==> src/rtl/execute_stage.sv <==
// execute_stage
//   Execute pipeline stage. Holds the decode/execute pipeline register,
//   applies operand forwarding, computes the ALU result and the destination
//   register for the memory stage, and runs an iterative shift-add
//   multiplier that fills the HI/LO product registers for mult/multu.
//
// Ports
//   clk, reset            clock (rising edge), asynchronous active-low reset
//   stallE, flushE        hold / bubble the D/E register
//   *D                    decode-stage control, data and register fields
//   forwardAE, forwardBE  operand forward selects (00/11 reg, 01 W, 10 M)
//   resultW, aluoutM      forwarded values from writeback / memory
//   regwriteE, memwriteE, wbsrcE   registered control to the memory stage
//   aluoutE, writedataE, writeregE ALU result, store data, destination reg
//   rsE, rtE              source register fields to the hazard unit
//   pcplus4E              link value for jal
//   hiE, loE, multbusyE   product registers and multiplier busy flag
module execute_stage #(
  parameter int unsigned MULT_CYCLES = 32
) (
  input  logic        clk,
  input  logic        reset,
  input  logic        stallE,
  input  logic        flushE,
  input  logic        regwriteD,
  input  logic        memwriteD,
  input  logic        regdstD,
  input  logic        multstartD,
  input  logic        multsgnD,
  input  logic [2:0]  wbsrcD,
  input  logic [2:0]  alucontrolD,
  input  logic [1:0]  alusrcD,
  input  logic [31:0] rd1D,
  input  logic [31:0] rd2D,
  input  logic [31:0] signimmD,
  input  logic [31:0] unsignimmD,
  input  logic [31:0] pcplus4D,
  input  logic [4:0]  rsD,
  input  logic [4:0]  rtD,
  input  logic [4:0]  reD,
  input  logic [1:0]  forwardAE,
  input  logic [1:0]  forwardBE,
  input  logic [31:0] resultW,
  input  logic [31:0] aluoutM,
  output logic        regwriteE,
  output logic        memwriteE,
  output logic [2:0]  wbsrcE,
  output logic [31:0] aluoutE,
  output logic [31:0] writedataE,
  output logic [4:0]  writeregE,
  output logic [4:0]  rsE,
  output logic [4:0]  rtE,
  output logic [31:0] pcplus4E,
  output logic [31:0] hiE,
  output logic [31:0] loE,
  output logic        multbusyE
);

  localparam int unsigned CW = $clog2(MULT_CYCLES);
  localparam logic [CW-1:0] LAST_ITER = CW'(MULT_CYCLES - 1);

  typedef enum logic {IDLE, RUN} multState_t;

  // D/E register fields not exported directly
  logic        regdstE;
  logic        multstartE;
  logic        multsgnE;
  logic [2:0]  alucontrolE;
  logic [1:0]  alusrcE;
  logic [31:0] rd1E;
  logic [31:0] rd2E;
  logic [31:0] signimmE;
  logic [31:0] unsignimmE;
  logic [4:0]  reE;

  logic [31:0] srcA;
  logic [31:0] srcB;
  logic [31:0] aluB;

  multState_t  multState;
  logic [63:0] mcand;
  logic [31:0] mplier;
  logic [63:0] acc;
  logic [CW-1:0] iterCnt;
  logic        negResult;

  logic [31:0] magA;
  logic [31:0] magB;
  logic [31:0] opA;
  logic [31:0] opB;
  logic        signRes;
  logic [63:0] accNext;
  logic [63:0] product;
  logic        startMult;

  // ---------------------------------------------------------------------
  // D/E pipeline register: flush beats stall
  // ---------------------------------------------------------------------
  always_ff @(posedge clk or negedge reset) begin
    if (!reset) begin
      regwriteE   <= 1'b0;
      memwriteE   <= 1'b0;
      regdstE     <= 1'b0;
      multstartE  <= 1'b0;
      multsgnE    <= 1'b0;
      wbsrcE      <= '0;
      alucontrolE <= '0;
      alusrcE     <= '0;
      rd1E        <= '0;
      rd2E        <= '0;
      signimmE    <= '0;
      unsignimmE  <= '0;
      pcplus4E    <= '0;
      rsE         <= '0;
      rtE         <= '0;
      reE         <= '0;
    end else if (flushE) begin
      regwriteE   <= 1'b0;
      memwriteE   <= 1'b0;
      regdstE     <= 1'b0;
      multstartE  <= 1'b0;
      multsgnE    <= 1'b0;
      wbsrcE      <= '0;
      alucontrolE <= '0;
      alusrcE     <= '0;
      rd1E        <= '0;
      rd2E        <= '0;
      signimmE    <= '0;
      unsignimmE  <= '0;
      pcplus4E    <= '0;
      rsE         <= '0;
      rtE         <= '0;
      reE         <= '0;
    end else if (!stallE) begin
      regwriteE   <= regwriteD;
      memwriteE   <= memwriteD;
      regdstE     <= regdstD;
      multstartE  <= multstartD;
      multsgnE    <= multsgnD;
      wbsrcE      <= wbsrcD;
      alucontrolE <= alucontrolD;
      alusrcE     <= alusrcD;
      rd1E        <= rd1D;
      rd2E        <= rd2D;
      signimmE    <= signimmD;
      unsignimmE  <= unsignimmD;
      pcplus4E    <= pcplus4D;
      rsE         <= rsD;
      rtE         <= rtD;
      reE         <= reD;
    end
  end

  // ---------------------------------------------------------------------
  // Operand forwarding and operand-B source
  // ---------------------------------------------------------------------
  always_comb begin
    srcA = rd1E;
    case (forwardAE)
      2'b01:   srcA = resultW;
      2'b10:   srcA = aluoutM;
      default: srcA = rd1E;
    endcase
  end

  always_comb begin
    srcB = rd2E;
    case (forwardBE)
      2'b01:   srcB = resultW;
      2'b10:   srcB = aluoutM;
      default: srcB = rd2E;
    endcase
  end

  assign writedataE = srcB;

  always_comb begin
    aluB = srcB;
    case (alusrcE)
      2'b01:   aluB = signimmE;
      2'b10:   aluB = unsignimmE;
      default: aluB = srcB;
    endcase
  end

  // ---------------------------------------------------------------------
  // ALU
  // ---------------------------------------------------------------------
  always_comb begin
    aluoutE = '0;
    case (alucontrolE)
      3'b000: aluoutE = srcA & aluB;
      3'b001: aluoutE = srcA | aluB;
      3'b010: aluoutE = srcA + aluB;
      3'b011: aluoutE = srcA ^ aluB;
      3'b100: aluoutE = ~(srcA ^ aluB);
      3'b101: aluoutE = srcA - aluB;
      3'b110: aluoutE = {31'b0, ($signed(srcA) < $signed(aluB))};
      3'b111: aluoutE = {aluB[15:0], 16'h0000};
      default: aluoutE = '0;
    endcase
  end

  // jal (wbsrc 000 with regwrite) always links into r31
  always_comb begin
    writeregE = regdstE ? reE : rtE;
    if (wbsrcE == 3'b000 && regwriteE)
      writeregE = 5'd31;
  end

  // ---------------------------------------------------------------------
  // Iterative multiplier
  // ---------------------------------------------------------------------
  // Signed operands are multiplied as magnitudes and the sign applied on
  // completion; -2^31 negates to itself, which is its correct unsigned
  // magnitude.
  assign magA      = srcA[31] ? (32'd0 - srcA) : srcA;
  assign magB      = srcB[31] ? (32'd0 - srcB) : srcB;
  assign opA       = multsgnE ? magA : srcA;
  assign opB       = multsgnE ? magB : srcB;
  assign signRes   = multsgnE & (srcA[31] ^ srcB[31]);
  assign startMult = multstartE & ~stallE;
  assign accNext   = acc + (mplier[0] ? mcand : 64'd0);
  assign product   = negResult ? (64'd0 - accNext) : accNext;

  // A start in RUN simply reloads the operands; HI/LO are only written on
  // the final iteration, so they keep the last completed product.
  always_ff @(posedge clk or negedge reset) begin
    if (!reset) begin
      multState <= IDLE;
      mcand     <= '0;
      mplier    <= '0;
      acc       <= '0;
      iterCnt   <= '0;
      negResult <= 1'b0;
      hiE       <= '0;
      loE       <= '0;
      multbusyE <= 1'b0;
    end else if (startMult) begin
      multState <= RUN;
      mcand     <= {32'd0, opA};
      mplier    <= opB;
      acc       <= '0;
      iterCnt   <= '0;
      negResult <= signRes;
      multbusyE <= 1'b1;
    end else if (multState == RUN) begin
      acc     <= accNext;
      mcand   <= {mcand[62:0], 1'b0};
      mplier  <= {1'b0, mplier[31:1]};
      iterCnt <= iterCnt + 1'b1;
      if (iterCnt == LAST_ITER) begin
        {hiE, loE} <= product;
        multbusyE  <= 1'b0;
        multState  <= IDLE;
      end
    end
  end

endmodule

==> config.mk <==
export PLATFORM = sky130hd
export DESIGN_NAME = execute_stage
export DESIGN_NICKNAME = d
export VERILOG_FILES = /design/src/rtl/execute_stage.sv
export SDC_FILE = /design/constraint.sdc
export NUM_CORES = 1
export LEC_CHECK = 0
export CORE_ASPECT_RATIO = 0.75
export CORE_UTILIZATION = 30
export CTS_BUF_LIST = sky130_fd_sc_hd__clkbuf_4 sky130_fd_sc_hd__clkbuf_8
export DETAILED_ROUTE_END_ITERATION = 10
export GPL_ROUTABILITY_DRIVEN = 0
export HOLD_SLACK_MARGIN = 0.08
export PLACE_DENSITY = 0.47
export SLEW_MARGIN = 10
export SYNTH_ARGS = -nofsm -noshare
export SYNTH_HDL_FRONTEND = slang
export SYNTH_SLANG_ARGS = --single-unit
==> constraint.sdc <==
create_clock -name clk -period 21.7 [get_ports clk]
set_clock_uncertainty 0.1 [all_clocks]
set_input_delay 4.34 -clock clk [delete_from_list [all_inputs] [get_ports clk]]
set_output_delay 4.34 -clock clk [all_outputs]
set_load 0.1 [all_outputs]
==> impl_metrics.py <==
metrics = {
    "grt": {
        "grt_usage_pct": 25.22,
        "grt_max_degree": 121,
        "grt-ovfl-total": 0,
        "antenna_found_initial": 11,
        "grt_pass1_vias": 28950,
        "grt_first_pass_wirelength_um": 202900,
    },
    "timing": {
        "maxSlewViolCount": 0,
        "post-route-period-util_pct": 76.38,
        "max-slew-margin-rel_pct": 14.26,
        "worst_pin_slew_ns": 1.273,
        "fin_setup_tns_ns": 0,
        "setup_viol": 0,
        "fin_ws_ns": 5.126,
        "hold_viol": 0,
        "rsz0062_at_grt": "no",
        "fmax_mhz": 60.34,
        "min_period_ns": 16.57,
    },
    "floorplanning": {
        "io_pins": 441,
        "die_height_um": 284.1,
        "die-area_um2": 107400,
        "dieWidth_um": 378.2,
        "initial_core_util_pct": 30.27,
        "core_region_area_um2": 105200,
        "fp-row-count": 103,
    },
    "yosys": {
        "ys_ff_latch": 420,
        "async_flop_share_pct": 100.0,
        "synthesis.area_um2": 31840,
        "netlist_instances": 3822,
        "yosysSeqAreaShare_pct": 33.01,
        "syn_avg_cell_area_um2": 8.330,
        "synth_edf_count": 0,
        "synth_cell_type_count": 94,
        "synthesis.nets": 4261,
        "yosys_warnings": 0,
        "ys.flop_type": "dfrtp_1",
    },
    "route": {
        "drtIter0Drc": 3357,
        "vias_per_cell": 5.528,
        "num_vias": 31010,
        "wl_per_cell_um": 24.69,
        "firstDrtPassIters": 6,
        "wirelength_um": 138500,
        "postRouteAntennaNets": 0,
        "drc": 0,
    },
    "critical_path": {
        "reg2reg_depth": 15,
        "cp-start-kind": "input pin",
        "cp-end-kind": "primary output",
        "crit_type": "input pin to primary output",
        "r2r-start": "mplier[0]",
        "crit_fanout": 38,
        "worst-r2r-setup-slack_ns": 15.86,
        "r2r-end": "hiE[30]",
        "cp.required_ns": 17.26,
        "cp.arrival_ns": 12.13,
    },
    "cts": {
        "h-tree-depth": 3,
        "clock-sinks": 420,
        "cts_hold_buf": 0,
        "cts_made_buffers": 77,
        "clk_latency_ns": 0.77,
        "cts.reportedPaths.clkPinSlew_ns": 0.06,
        "cts_tree": "done",
        "cts_resized": 0,
        "clockBufferDepth": 3,
        "post-cts-setup-buffers": 0,
        "cts_root_buffer": "clkbuf_8",
    },
    "power": {
        "irDropWorstVdd_v": 0.00007096,
        "power_leakage_nw": 17.86,
        "p_per_area_nw_per_um2": 106.3,
    },
    "worst_hold_path": {
        "hold_class": "flip-flop to flip-flop",
        "hp-start": "loE[29]",
        "hold_depth": 2,
        "worstHoldEndpoint": "loE[29]",
    },
    "place": {
        "pre_cts_ws_ns": 5.229,
        "port_buffers": 440,
        "dp_hpwl_um": 107200,
    },
    "layout": {
        "num-nets-final": 4567,
        "drive_above_1_share_pct": 5.829,
        "area_growth_pct": 22.77,
    },
    "outcome": {
        "outcome": "finished clean",
    },
    "flow_run": {
        "drv_cap": 0,
    },
}
cell usage after synthesis, drive strengths merged (65+ instances only):
library cell | count | area (µm²)
nor2 | 497 | 1866
dfrtp | 420 | 10510
mux2i | 354 | 3543
o21ai | 348 | 1742
nand2 | 308 | 1156
a21oi | 271 | 1360
clkbuf | 215 | 807.0
ha | 176 | 2202
inv | 153 | 574.3
xnor2 | 97 | 868.3
and2 | 81 | 506.7
nor3 | 68 | 345.3
xor2 | 67 | 586.8
nand3 | 65 | 325.3
critical path: stages:
cell,delay [ns]
clkdlybuf4s50_1,0.55
inv_1,0.07
ha_1,0.28
buf_4,0.38
inv_1,0.54
o21ai_0,0.82
inv_1,0.21
ha_1,0.29
fa_1,0.42
a21oi_1,0.17
o21bai_1,0.11
a21o_1,0.22
a211o_1,0.38
a41o_1,0.31
a211oi_1,0.41
o31ai_1,0.16
a21oi_1,0.27
o21ai_0,0.32
nor2_1,0.18
nor4_1,0.06
a211oi_1,0.39
clkdlybuf4s50_1,1.21
power by group:
group | switching, mW | internal [mW] | total (mW)
registers | 0.126 | 0.954 | 1.08
clock network | 0.385 | 0.442 | 0.828
logic | 1.56 | 0.690 | 2.25
final cells by class:
| class | count | area [µm²] |
|---|---|---|
| Antenna cell | 7 | 17.52 |
| Clock buffer | 119 | 1494 |
| Tap cell | 1417 | 1773 |
| Multi-Input combinational cell | 2989 | 19810 |
| Fill cell | 11130 | 66080 |
| Clock inverter | 18 | 137.6 |
| Inverter | 154 | 578.1 |
| Timing Repair Buffer | 486 | 4758 |
| Sequential cell | 420 | 10520 |
layer usage:
layer  vias to the layer above  global-route usage, %  wire length [µm]
met5                         -                      0                 8
met2                      1333                  33.48             54250
met3                       153                  5.131             11730
met1                     15240                  40.28             69420
li1                      14280                      -                 -
met4                         2                  6.012              3073
kinds of logic after synthesis:
family / synth area share [%]
AOI/OAI and AO/OA: 21.52
and+or+nand+nor: 17.63
adders and majority gates: 7.106
muxes: 11.27
DFF: 33.01
buffers and inverters: 4.889
xor gates and xnor gates: 4.571
through the flow:
stage	total power, mW	hold WS [ns]	instances	util (%)	area [µm²]
final	4.156	0.3723	5610	37.17	39090
after global routing	4.405	0.3974	5609	37.16	39080
after CTS	4.145	0.3834	5603	37.15	39070
after detailed placement	3.295	0.3707	5466	35.60	37440
after global placement	3.291	0.3627	5466	35.59	37430
after floorplan	2.615	0.3834	3822	-	31840
worst max-delay path by stage:
| stage | startpoint | endpoint | slack [ns] | depth (start not counted) |
|---|---|---|---|---|
| finish | forwardAE[0] | aluoutE[26] | 5.13 | 22 |
| global route | forwardAE[0] | aluoutE[26] | 4.75 | 22 |
| CTS | forwardAE[0] | aluoutE[26] | 5.19 | 22 |
| detailed placement | forwardAE[0] | aluoutE[26] | 5.23 | 22 |
| global placement | forwardAE[0] | aluoutE[26] | 5.32 | 22 |
| floorplan | forwardBE[1] | aluoutE[26] | 4.72 | 22 |
flip-flops by register name (all words and copies together), names as in the netlist, 2 cells and up:
register / count
alucontrolE: 3
mplier: 32
rd2E: 32
mcand: 64
signimmE: 32
reE: 5
wbsrcE: 3
rsE: 5
pcplus4E: 32
acc: 64
loE: 32
iterCnt: 5
rtE: 5
hiE: 32
unsignimmE: 32
alusrcE: 2
rd1E: 32
placed cells by master, fill, tap and decap left out, types with 32 or more instances in the layout:
cell type and n:
mux2i_1 354, nor3_1 67, o21a_1 32, nand2_1 308, inv_1 152, clkbuf_8 96, a221o_1 48, dfrtp_1 416
buf_4 47, a221oi_1 40, a21oi_1 270, nor2_1 495, and2_1 80, o31ai_1 32, o21ai_0 294, a21o_1 36
nand4_1 37, ha_1 175, o21ai_1 54, xnor2_1 96, clkdlybuf4s50_1 436, a211oi_1 33, nand3_1 64, xor2_1 67
Note: power is estimated with default switching activity, not from simulation.
